File: src/rtl/kyber_xof_sampler_pkg.sv
// Shared constants and types for the Kyber XOF rejection sampler.
package kyber_xof_sampler_pkg;

  localparam int BW_DATA  = 64;
  localparam int BW_IBLEN = 16;
  localparam int BW_OBLEN = 16;

  localparam logic [8:0]          P_N         = 9'd256;
  localparam logic [11:0]         P_Q         = 12'd3329;
  localparam logic [BW_OBLEN-1:0] P_OBYTES    = 16'd672;
  localparam logic [BW_IBLEN-1:0] XOF_MSG_LEN = 16'd34;
  localparam logic [1:0]          MODE_SHAKE128 = 2'b00;

  localparam logic [2:0] LAST_MSG_WORD = 3'd4;

  typedef enum logic [2:0] {
    S_IDLE,
    S_SEND,
    S_SAMPLE,
    S_DRAIN,
    S_DONE
  } state_t;

endpackage

File: src/rtl/kyber_xof_sampler_rej_lane.sv
// One byte triple -> two 12-bit candidates and their accept flags.
module kyber_rej_lane
  import kyber_xof_sampler_pkg::*;
(
  input  logic [7:0]  i_b0,
  input  logic [7:0]  i_b1,
  input  logic [7:0]  i_b2,
  output logic [11:0] o_d1,
  output logic [11:0] o_d2,
  output logic        o_acc1,
  output logic        o_acc2
);

  assign o_d1   = {i_b1[3:0], i_b0};
  assign o_d2   = {i_b2, i_b1[7:4]};
  assign o_acc1 = (o_d1 < P_Q);
  assign o_acc2 = (o_d2 < P_Q);

endmodule

File: src/rtl/kyber_xof_sampler.sv
// Kyber matrix-A sampler: sends seed||x||y to keccak (SHAKE128), then
// rejection-samples the squeezed stream into a compacted coefficient bus.
//
// state    | meaning
// S_IDLE   | waiting for i_start
// S_SEND   | presenting the five 64-bit message words
// S_SAMPLE | parsing squeezed words into coefficients
// S_DRAIN  | P_N reached; discarding words until keccak completes
// S_DONE   | one-cycle completion pulse
module kyber_xof_sampler
  import kyber_xof_sampler_pkg::*;
(
  input  logic                i_clk,
  input  logic                i_rstn,
  input  logic                i_start,
  input  logic [255:0]        i_seed,
  input  logic [7:0]          i_x,
  input  logic [7:0]          i_y,
  output logic                o_busy,
  output logic                o_done,
  output logic                o_err,
  output logic [71:0]         o_coef,
  output logic [2:0]          o_coef_cnt,
  output logic [7:0]          o_coef_base,
  output logic                o_coef_valid,
  output logic [1:0]          o_kc_mode,
  output logic [BW_DATA-1:0]  o_kc_ibytes,
  output logic                o_kc_ibytes_valid,
  input  logic                i_kc_ibytes_ready,
  output logic [BW_IBLEN-1:0] o_kc_ibytes_len,
  output logic [BW_OBLEN-1:0] o_kc_obytes_len,
  input  logic [BW_DATA-1:0]  i_kc_obytes,
  input  logic                i_kc_obytes_valid,
  input  logic                i_kc_obytes_done
);

  state_t      r_state, w_state_next;
  logic [2:0]  r_widx;
  logic [7:0]  r_res0, r_res1;
  logic [1:0]  r_res_cnt;
  logic [8:0]  r_count;
  logic [71:0] r_coef;
  logic [2:0]  r_coef_cnt;
  logic [7:0]  r_coef_base;

  logic        w_start_acc, w_take;
  logic [7:0]  w_bytes [10];
  logic [11:0] w_cand [6];
  logic [5:0]  w_acc_raw, w_acc;
  logic [11:0] w_lane [6];
  logic [71:0] w_coef_flat;
  logic [2:0]  w_n;
  logic [8:0]  w_room, w_count_next;

  assign w_start_acc  = (r_state == S_IDLE) && i_start;
  assign w_take       = (r_state == S_SAMPLE) && i_kc_obytes_valid;
  assign w_room       = P_N - r_count;
  assign w_count_next = w_take ? (r_count + {6'd0, w_n}) : r_count;

  // Align residue bytes in front of the new word: byte 0 is oldest in stream order.
  always_comb begin
    for (int i = 0; i < 10; i++) w_bytes[i] = 8'd0;
    case (r_res_cnt)
      2'd1: begin
        w_bytes[0] = r_res0;
        for (int i = 0; i < 8; i++) w_bytes[i+1] = i_kc_obytes[63-8*i -: 8];
      end
      2'd2: begin
        w_bytes[0] = r_res0;
        w_bytes[1] = r_res1;
        for (int i = 0; i < 8; i++) w_bytes[i+2] = i_kc_obytes[63-8*i -: 8];
      end
      default: begin
        for (int i = 0; i < 8; i++) w_bytes[i] = i_kc_obytes[63-8*i -: 8];
      end
    endcase
  end

  for (genvar t = 0; t < 3; t++) begin : g_lane
    kyber_rej_lane u_lane (
      .i_b0   (w_bytes[3*t]),
      .i_b1   (w_bytes[3*t+1]),
      .i_b2   (w_bytes[3*t+2]),
      .o_d1   (w_cand[2*t]),
      .o_d2   (w_cand[2*t+1]),
      .o_acc1 (w_acc_raw[2*t]),
      .o_acc2 (w_acc_raw[2*t+1])
    );
  end

  // With no residue only 8 bytes are present, so the third triple is not real.
  assign w_acc = w_acc_raw & ((r_res_cnt == 2'd0) ? 6'b001111 : 6'b111111);

  // Compact accepted candidates into low lanes, stopping once P_N would be exceeded.
  always_comb begin
    for (int k = 0; k < 6; k++) w_lane[k] = 12'd0;
    w_n = 3'd0;
    for (int k = 0; k < 6; k++) begin
      if (w_acc[k] && ({6'd0, w_n} < w_room)) begin
        w_lane[w_n] = w_cand[k];
        w_n         = w_n + 3'd1;
      end
    end
    w_coef_flat = '0;
    for (int k = 0; k < 6; k++) w_coef_flat[12*k +: 12] = w_lane[k];
  end

  // Next-state logic.
  always_comb begin
    w_state_next = r_state;
    case (r_state)
      S_IDLE:   if (i_start) w_state_next = S_SEND;
      S_SEND:   if (i_kc_ibytes_ready && (r_widx == LAST_MSG_WORD)) w_state_next = S_SAMPLE;
      S_SAMPLE: begin
        if (i_kc_obytes_done)          w_state_next = S_DONE;
        else if (w_count_next == P_N)  w_state_next = S_DRAIN;
      end
      S_DRAIN:  if (i_kc_obytes_done) w_state_next = S_DONE;
      S_DONE:   w_state_next = S_IDLE;
      default:  w_state_next = S_IDLE;
    endcase
  end

  // State register.
  always_ff @(posedge i_clk or negedge i_rstn) begin
    if (!i_rstn) r_state <= S_IDLE;
    else         r_state <= w_state_next;
  end

  // Message word index, advanced on each accepted word.
  always_ff @(posedge i_clk or negedge i_rstn) begin
    if (!i_rstn)                                     r_widx <= 3'd0;
    else if (w_start_acc)                            r_widx <= 3'd0;
    else if ((r_state == S_SEND) && i_kc_ibytes_ready) r_widx <= r_widx + 3'd1;
  end

  // Residue, coefficient count and registered coefficient bus.
  always_ff @(posedge i_clk or negedge i_rstn) begin
    if (!i_rstn) begin
      r_res0      <= 8'd0;
      r_res1      <= 8'd0;
      r_res_cnt   <= 2'd0;
      r_count     <= 9'd0;
      r_coef      <= '0;
      r_coef_cnt  <= 3'd0;
      r_coef_base <= 8'd0;
    end else begin
      r_coef      <= '0;
      r_coef_cnt  <= 3'd0;
      r_coef_base <= 8'd0;
      if (w_start_acc) begin
        r_res0    <= 8'd0;
        r_res1    <= 8'd0;
        r_res_cnt <= 2'd0;
        r_count   <= 9'd0;
      end else if (w_take) begin
        r_count <= w_count_next;
        case (r_res_cnt)
          2'd0: begin
            r_res0    <= w_bytes[6];
            r_res1    <= w_bytes[7];
            r_res_cnt <= 2'd2;
          end
          2'd2: begin
            r_res0    <= w_bytes[9];
            r_res_cnt <= 2'd1;
          end
          default: r_res_cnt <= 2'd0;
        endcase
        if (w_n != 3'd0) begin
          r_coef      <= w_coef_flat;
          r_coef_cnt  <= w_n;
          r_coef_base <= r_count[7:0];
        end
      end
    end
  end

  // Message word mux; W4 carries x, y and zero padding.
  always_comb begin
    o_kc_ibytes = '0;
    if (r_state == S_SEND) begin
      case (r_widx)
        3'd0:    o_kc_ibytes = i_seed[255:192];
        3'd1:    o_kc_ibytes = i_seed[191:128];
        3'd2:    o_kc_ibytes = i_seed[127:64];
        3'd3:    o_kc_ibytes = i_seed[63:0];
        3'd4:    o_kc_ibytes = {i_x, i_y, 48'h0};
        default: o_kc_ibytes = '0;
      endcase
    end
  end

  assign o_kc_ibytes_valid = (r_state == S_SEND);
  assign o_busy            = (r_state != S_IDLE);
  assign o_done            = (r_state == S_DONE);
  assign o_err             = (r_state == S_DONE) && (r_count < P_N);
  assign o_coef            = r_coef;
  assign o_coef_cnt        = r_coef_cnt;
  assign o_coef_base       = r_coef_base;
  assign o_coef_valid      = (r_coef_cnt != 3'd0);
  assign o_kc_mode         = MODE_SHAKE128;
  assign o_kc_ibytes_len   = XOF_MSG_LEN;
  assign o_kc_obytes_len   = P_OBYTES;

endmodule

File: config.mk
export PLATFORM = sky130hd
export DESIGN_NAME = kyber_xof_sampler
export DESIGN_NICKNAME = d
export VERILOG_FILES = /design/src/rtl/kyber_xof_sampler_pkg.sv /design/src/rtl/kyber_xof_sampler_rej_lane.sv /design/src/rtl/kyber_xof_sampler.sv
export SDC_FILE = /design/constraint.sdc
export NUM_CORES = 1
export LEC_CHECK = 0
export CORE_AREA = 2 2 205 207
export CTS_BUF_LIST = sky130_fd_sc_hd__clkbuf_4 sky130_fd_sc_hd__clkbuf_8
export DETAILED_ROUTE_END_ITERATION = 8
export DIE_AREA = 0 0 207 209
export GPL_ROUTABILITY_DRIVEN = 0
export HOLD_SLACK_MARGIN = 0.15
export PLACE_DENSITY_LB_ADDON = 0.05
export SETUP_SLACK_MARGIN = 0.2
export SYNTH_ARGS = -nofsm -noshare
export SYNTH_HDL_FRONTEND = slang
export SYNTH_HIERARCHICAL = 1
export SYNTH_SLANG_ARGS = --single-unit
File: constraint.sdc
create_clock -name i_clk -period 26.9 [get_ports i_clk]
set_clock_uncertainty 0.15 [all_clocks]
set_input_delay 6.725 -clock i_clk [delete_from_list [all_inputs] [get_ports i_clk]]
set_output_delay 6.725 -clock i_clk [all_outputs]
set_load 0.01 [all_outputs]
======== Word-level counts from Yosys, hierarchy flattened ========
Index checks and enable logic that the tools add are counted.
cells by class
  add/sub/neg operators ................... 8
  order comparisons ....................... 23
  eq/ne operators ......................... 15
  mux-type cells .......................... 61
  bitwise gates (word level) .............. 6
  reductions and logical operators ........ 29
operator list
  operator                number
  $mux W72                8
  $bwmux W72              5
  $pmux W64 S5            1
  $demux W12 S3           5
  $pmux W64 S2            1
  $lt A12 B12 Y1 const B  6
  $mux W12                6
  $mux W64                1
  $mux W8                 8
  $lt A3 B9 Y1            5
  $mux W3                 15
  $pmux W8 S2             2
  $mux W9                 3
  $ge A4 B4 Y1 const B    5
  $lt A4 B1 Y1 const B    5
  $not A3 Y4              5
  $add A3 B1 Y3 const B   6
  $logic_and A1 B1 Y1     16
  $eq A3 B2 Y1 const B    4
  $pmux W3 S4             1
  $reduce_bool A3 Y1      4
  $add A9 B3 Y9           1
  $eq A9 B9 Y1 const B    1
  $lt A1 B9 Y1 const A    1
  19 further kinds        27
storage, ports and cells
  register bits after elaboration ......... 116
  bits of input ports ..................... 342
  output and inout port bits .............. 186
  logic and storage cells ................. 151

======== Logic depth before layout (Yosys ltp) ========
  word-level depth ........................ 28
  mapped depth ............................ 52
  gate-level depth less buffers ........... 47

======== Cells and area by module ========
Netlist, hierarchy kept.
modules (own cells, without submodules)
  module             times used  cells an instance  area each (sq um)  sequential area each (sq um)
  kyber_xof_sampler  1           1468               11330.9            2902.8
  kyber_rej_lane     3           32                 257.7              0.0

======== Least setup slack after synthesis ========
No wires, ideal clock.
  path kind ............................... input to register
  from .................................... in i_kc_obytes[58]
  to ...................................... reg r_state[0]
  setup time .............................. 0.110 ns
  arrival ................................. 15.148 ns
  data required time ...................... 26.640 ns
  slack ................................... 11.491 ns
  cell stages on the path ................. 44
  path buffers ............................ 2
  cell sequence ........................... inv_1 o22ai_1 nor4_2 a21boi_1 o211ai_2 clkbuf_1 clkbuf_1 a21boi_0 ha_1 nand2b_1 a21oi_1 o22a_1 o21ai_0 fa_1 a21boi_0 or3_1 a311oi_1 a221o_2 [... 8 more ...] ha_1 a21o_1 a21oi_1 o31a_1 nand2b_1 mux2i_1 nor2_1 ha_1 inv_1 fa_1 xnor2_1 nor4b_1 a21oi_1 nor2_1 nand3_1 a211oi_1 a21boi_0 o41ai_1
RTL lines
  element               RTL line                  text
  from (decl)           kyber_xof_sampler.sv:32   input logic [BW_DATA-1:0] i_kc_obytes,
  to (signal assigned)  kyber_xof_sampler.sv:127  else r_state <= w_state_next;
  to (decl)             kyber_xof_sampler.sv:37   state_t r_state, w_state_next;

==> results.md <==
STA:
- Subtracting the final worst setup slack from the clock period gives 16900 ps.
- The post-route setup TNS is 0 ps.
- Dividing the final minimum period by the clock period gives 0.628.
- The top achievable clock speed is 59.2 MHz.
- Setup repair after global routing left no endpoint under its margin.
- The setup-violating endpoint count in the final report is 0.
- For the pin with the worst max-slew slack, the measured transition is 1160 ps.
- The number of pins exceeding their max-slew limit in the final report is 0.
- Measured against its own limit, the worst slew margin works out to 0.220.
- The number of hold violations in the final report is 0.

Worst setup path:
- The worst path arrival time is 17120 ps.
- The classification of the worst setup path is in2reg.
- Along the worst path, the maximum fanout reaches 25.
- The most repeated library cell on the critical path is sky130_fd_sc_hd__a21oi_1.
- The critical path capture point type is a flip-flop.
- The required time at the worst-slack endpoint is 27110 ps.
- The worst setup path is launched from an input pin.
- For this run, the slowest stage of the critical path takes 770 ps.
- The slowest library cell on the worst path is sky130_fd_sc_hd__o211ai_2.

Synth:
- The share of the Yosys chip area taken by registers is 0.240.
- The fraction of synthesized cell area in xor and xnor cells is 0.00507.
- The portion of synthesized area spent on multiplexers is 0.102.
- The synthesized design contains 116 register bits.
- Of all flip-flops after synthesis, the portion carrying an async set or reset was 1.00.
- Of the total synthesized cell area, the portion taken by AND, OR, NAND and NOR gates is 0.157.
- The share of synthesized area in the top cell type comes to 0.240.
- The compound-cell area share of the yosys netlist is 0.341.
- Of the total synthesized cell area, the portion taken by full adders, half adders and majority gates is 0.0281.
- The count of flip-flops with a built-in enable after synthesis is 0.
- Among all flip-flop cells after synthesis, the most frequent one is sky130_fd_sc_hd__dfrtp_1.
- Synthesis produced 1564 cells.
- The leading area contributor after synthesis is sky130_fd_sc_hd__dfrtp_1.
- By area the synthesized netlist is led by sky130_fd_sc_hd__dfrtp_1 (24%), sky130_fd_sc_hd__a22oi_1 (13%), sky130_fd_sc_hd__a21oi_1 (7.4%).
- The number of distinct standard cells referenced by the synthesized netlist is 79.
- The area of the mapped netlist is 12100 µm².
- The average footprint of a synthesized cell is 7.74 µm².
- By area, the combinational part of the netlist is dominated by compound AO/OA/AOI/OAI gates.
- The Yosys step of the flow raised 6 warnings.

Clock network:
- TritonCTS built the clock tree.
- The H-tree depth is 4.
- The clock network latency to the later pin of the worst-skew pair is 470 ps.
- The clock net in this run drives a total of 116 sinks.
- In this run the deepest clock path goes through 2 buffers.
- In this run the post-CTS setup repair buffer count came out at 0.
- In this run, post-CTS repair resized a total of 0 instances.
- The CTS root buffer is sky130_fd_sc_hd__clkbuf_8.
- The quantity of hold-fixing buffers added after cts is 0.
- After clock tree synthesis, the clock-pin slew on the worst setup and hold paths is 100 ps.
- The total clock buffers created by CTS is 17.

Cells and area:
- The area overhead of the layout relative to synthesis is 44.3%.
- The number of nets in the layout is 2297.
- The top cell types in the final layout, fill and taps aside, are sky130_fd_sc_hd__clkdlybuf4s50_1 (492), sky130_fd_sc_hd__a22oi_1 (204), sky130_fd_sc_hd__a21oi_1 (177), sky130_fd_sc_hd__nor2_1 (158), sky130_fd_sc_hd__dfrtp_1 (116).
- The final instance area is 17500 µm².
- Of the cells placed in the final design, the portion with a size suffix greater than 1 is 0.101.
- The library cell used most frequently in the layout, excluding fill and tap cells, is sky130_fd_sc_hd__clkdlybuf4s50_1.
- Summing all flip-flop and latch instances after layout gives 2900 µm².
- The number of filler cells placed in the layout is 4200.
- The area occupied by multi-input gates is 7860 µm².

Detailed routing:
- In this run, the number of DRC markers left after iteration 0 of detailed routing was 1614.
- The pre-antenna-repair detailed-routing pass consisted of 6 iterations.
- The final route contains 14100 vias.
- In this run the remaining antenna-violating nets after routing total 0.
- After detailed routing, the number of vias per cell comes to 5.69.
- The routed wire length is 67500 µm.
- Dividing the detail-routed wire length by the instance count gives 27.2 µm.
- After detailed routing, the number of remaining DRC violations is 0.

Outcome:
- The run finished with clean final reports.

Power and ir drop:
- Power spread over the standard cell area amounts to 147 nW/µm².
- The power after layout is 2.56 mW.
- The analysis attributes to cell leakage a power of 7.04 nW.
- The maximum vdd ir drop is 0.200 mV.

Die:
- Row generation in the floorplan step produced 75 rows.
- The number of top-level pins is 528.
- The area enclosed by the die boundary is 43300 µm².
- Measured along the y axis, the die boundary spans 209 µm.
- The core region is 41300 µm².
- The die is 207 µm wide.
- The effective utilization at floorplan is 0.293.

Global route:
- The first-pass GRT wire length is 94300 µm.
- Global routing finished with a remaining overflow of 0.
- Entering global routing, the biggest net connects 81 pins.
- The number of global-route vias before repair is 13600.
- The total routing usage reported by global routing is 0.296.
- The initial antenna violation count is 11.

Place:
- Summing all placed instances gives a cell area of 17100 µm².
- In this run the tool buffered the top-level ports with 493 buffer cells.
- The HPWL after detailed placement is 52600 µm.

Run:
- The tool flagged a number of max-cap violations equal to 0.

Min path:
- The path class of the lowest-slack min-delay path is reg2reg.
layout make-up:
cell class | count | area share
sequential | 116 | 0.166
timing repair buffer | 562 | 0.312
clock inverter | 15 | 0.00924
antenna | 3 | 0.000430
inverter | 46 | 0.00989
multi-input combinational | 1186 | 0.450
clock buffer | 17 | 0.0134
tap | 539 | 0.0386
through the flow:
step	util	hold slack [ps]	setup WS (ps)	instances
2_1_floorplan	-	300	11490	1596
3_3_place_gp	0.413	319	10120	2449
3_5_place_dp	0.413	329	9810	2449
4_1_cts	0.423	350	10250	2481
5_1_grt	0.423	352	9080	2482
6_report	0.423	354	10000	2484
path summary, 6_finish.rpt:
path / startpoint / endpoint / slack [ps] / cells after the start
min in group asynchronous: i_rstn / r_res1[2] / 6120 / 1
setup reg to reg: r_res_cnt[0] / r_state[0] / 14980 / 43
hold / removal: r_res0[5] / r_res0[5] / 350 / 1
hold reg to reg: r_res0[5] / r_res0[5] / 350 / 1
setup / recovery: i_kc_obytes[58] / r_state[0] / 10000 / 42
max in group asynchronous: i_rstn / o_coef[60] / 19140 / 2
routing by layer:
layer | share of wire | GRT usage | vias to the layer above
li1 | - | - | 6468
met1 | 0.41 | 0.381 | 6775
met2 | 0.46 | 0.480 | 752
met3 | 0.086 | 0.0700 | 144
met4 | 0.042 | 0.116 | 6
met5 | 0.00059 | 0 | -
worst max-delay path: cells and delay by family:
family | cells | cell delay (ps)
adders and majority gates | 5 | 1850
xor gates and xnor gates | 2 | 660
muxes | 1 | 290
and+or+nand+nor | 7 | 1380
buffers and inverters | 4 | 750
AOI/OAI and AO/OA | 23 | 5440
registers in the layout, summed over array words and instances (netlist names):
signal and flops:
r_widx 3, r_res0 8, o_coef 72, r_state 3
r_res_cnt 2, o_coef_base 8, r_count 9, o_coef_cnt 3
r_res1 8
logic make-up (layout without fill, tap and decap cells):
group,after synthesis,in the layout
xor+xnor,7,7
compound gates,590,590
buf+inv,294,640
mux,117,117
other cells,2,37
flops,116,116
fa+ha+maj,26,26
simple gates,412,412
where the power goes:
| part | leakage [nW] | switching [mW] | total, mW | internal (mW) |
|---|---|---|---|---|
| registers | 1.61 | 0.0275 | 0.241 | 0.213 |
| logic | 5.24 | 1.35 | 2.14 | 0.792 |
| clock network | 0.194 | 0.0967 | 0.174 | 0.0777 |
cells in the mapped netlist, types with 3 or more instances:
cell / n
sky130_fd_sc_hd__a21boi_1: 6
sky130_fd_sc_hd__mux2i_1: 73
sky130_fd_sc_hd__a2111oi_2: 10
sky130_fd_sc_hd__o221ai_1: 5
sky130_fd_sc_hd__a2111oi_1: 15
sky130_fd_sc_hd__a211oi_1: 3
sky130_fd_sc_hd__dfrtp_1: 116
sky130_fd_sc_hd__o211ai_2: 6
sky130_fd_sc_hd__a31oi_1: 29
sky130_fd_sc_hd__nand3_1: 42
sky130_fd_sc_hd__o21ai_0: 43
sky130_fd_sc_hd__buf_4: 109
sky130_fd_sc_hd__nor2b_1: 17
sky130_fd_sc_hd__buf_2: 20
sky130_fd_sc_hd__nor4_2: 7
sky130_fd_sc_hd__or3_1: 4
sky130_fd_sc_hd__o21a_1: 3
sky130_fd_sc_hd__a21oi_1: 178
sky130_fd_sc_hd__o22ai_1: 14
sky130_fd_sc_hd__nor4_1: 11
sky130_fd_sc_hd__nor2_1: 158
sky130_fd_sc_hd__a32o_1: 9
sky130_fd_sc_hd__and2_1: 6
sky130_fd_sc_hd__a21boi_0: 3
sky130_fd_sc_hd__inv_2: 4
sky130_fd_sc_hd__mux2_2: 43
sky130_fd_sc_hd__nand2_1: 96
sky130_fd_sc_hd__and3_1: 6
sky130_fd_sc_hd__a2bb2oi_1: 3
sky130_fd_sc_hd__a21o_1: 8
sky130_fd_sc_hd__inv_1: 42
sky130_fd_sc_hd__ha_1: 24
sky130_fd_sc_hd__a2111oi_0: 12
sky130_fd_sc_hd__clkbuf_1: 109
sky130_fd_sc_hd__xnor2_1: 4
sky130_fd_sc_hd__a222oi_1: 6
sky130_fd_sc_hd__buf_1: 10
sky130_fd_sc_hd__a22oi_1: 204
sky130_fd_sc_hd__nand2b_1: 3
sky130_fd_sc_hd__xor2_1: 3
sky130_fd_sc_hd__nor3_1: 46
sky130_fd_sc_hd__nand4_1: 6
sky130_fd_sc_hd__nor3b_1: 3
Power figures use the tool's default switching activity.
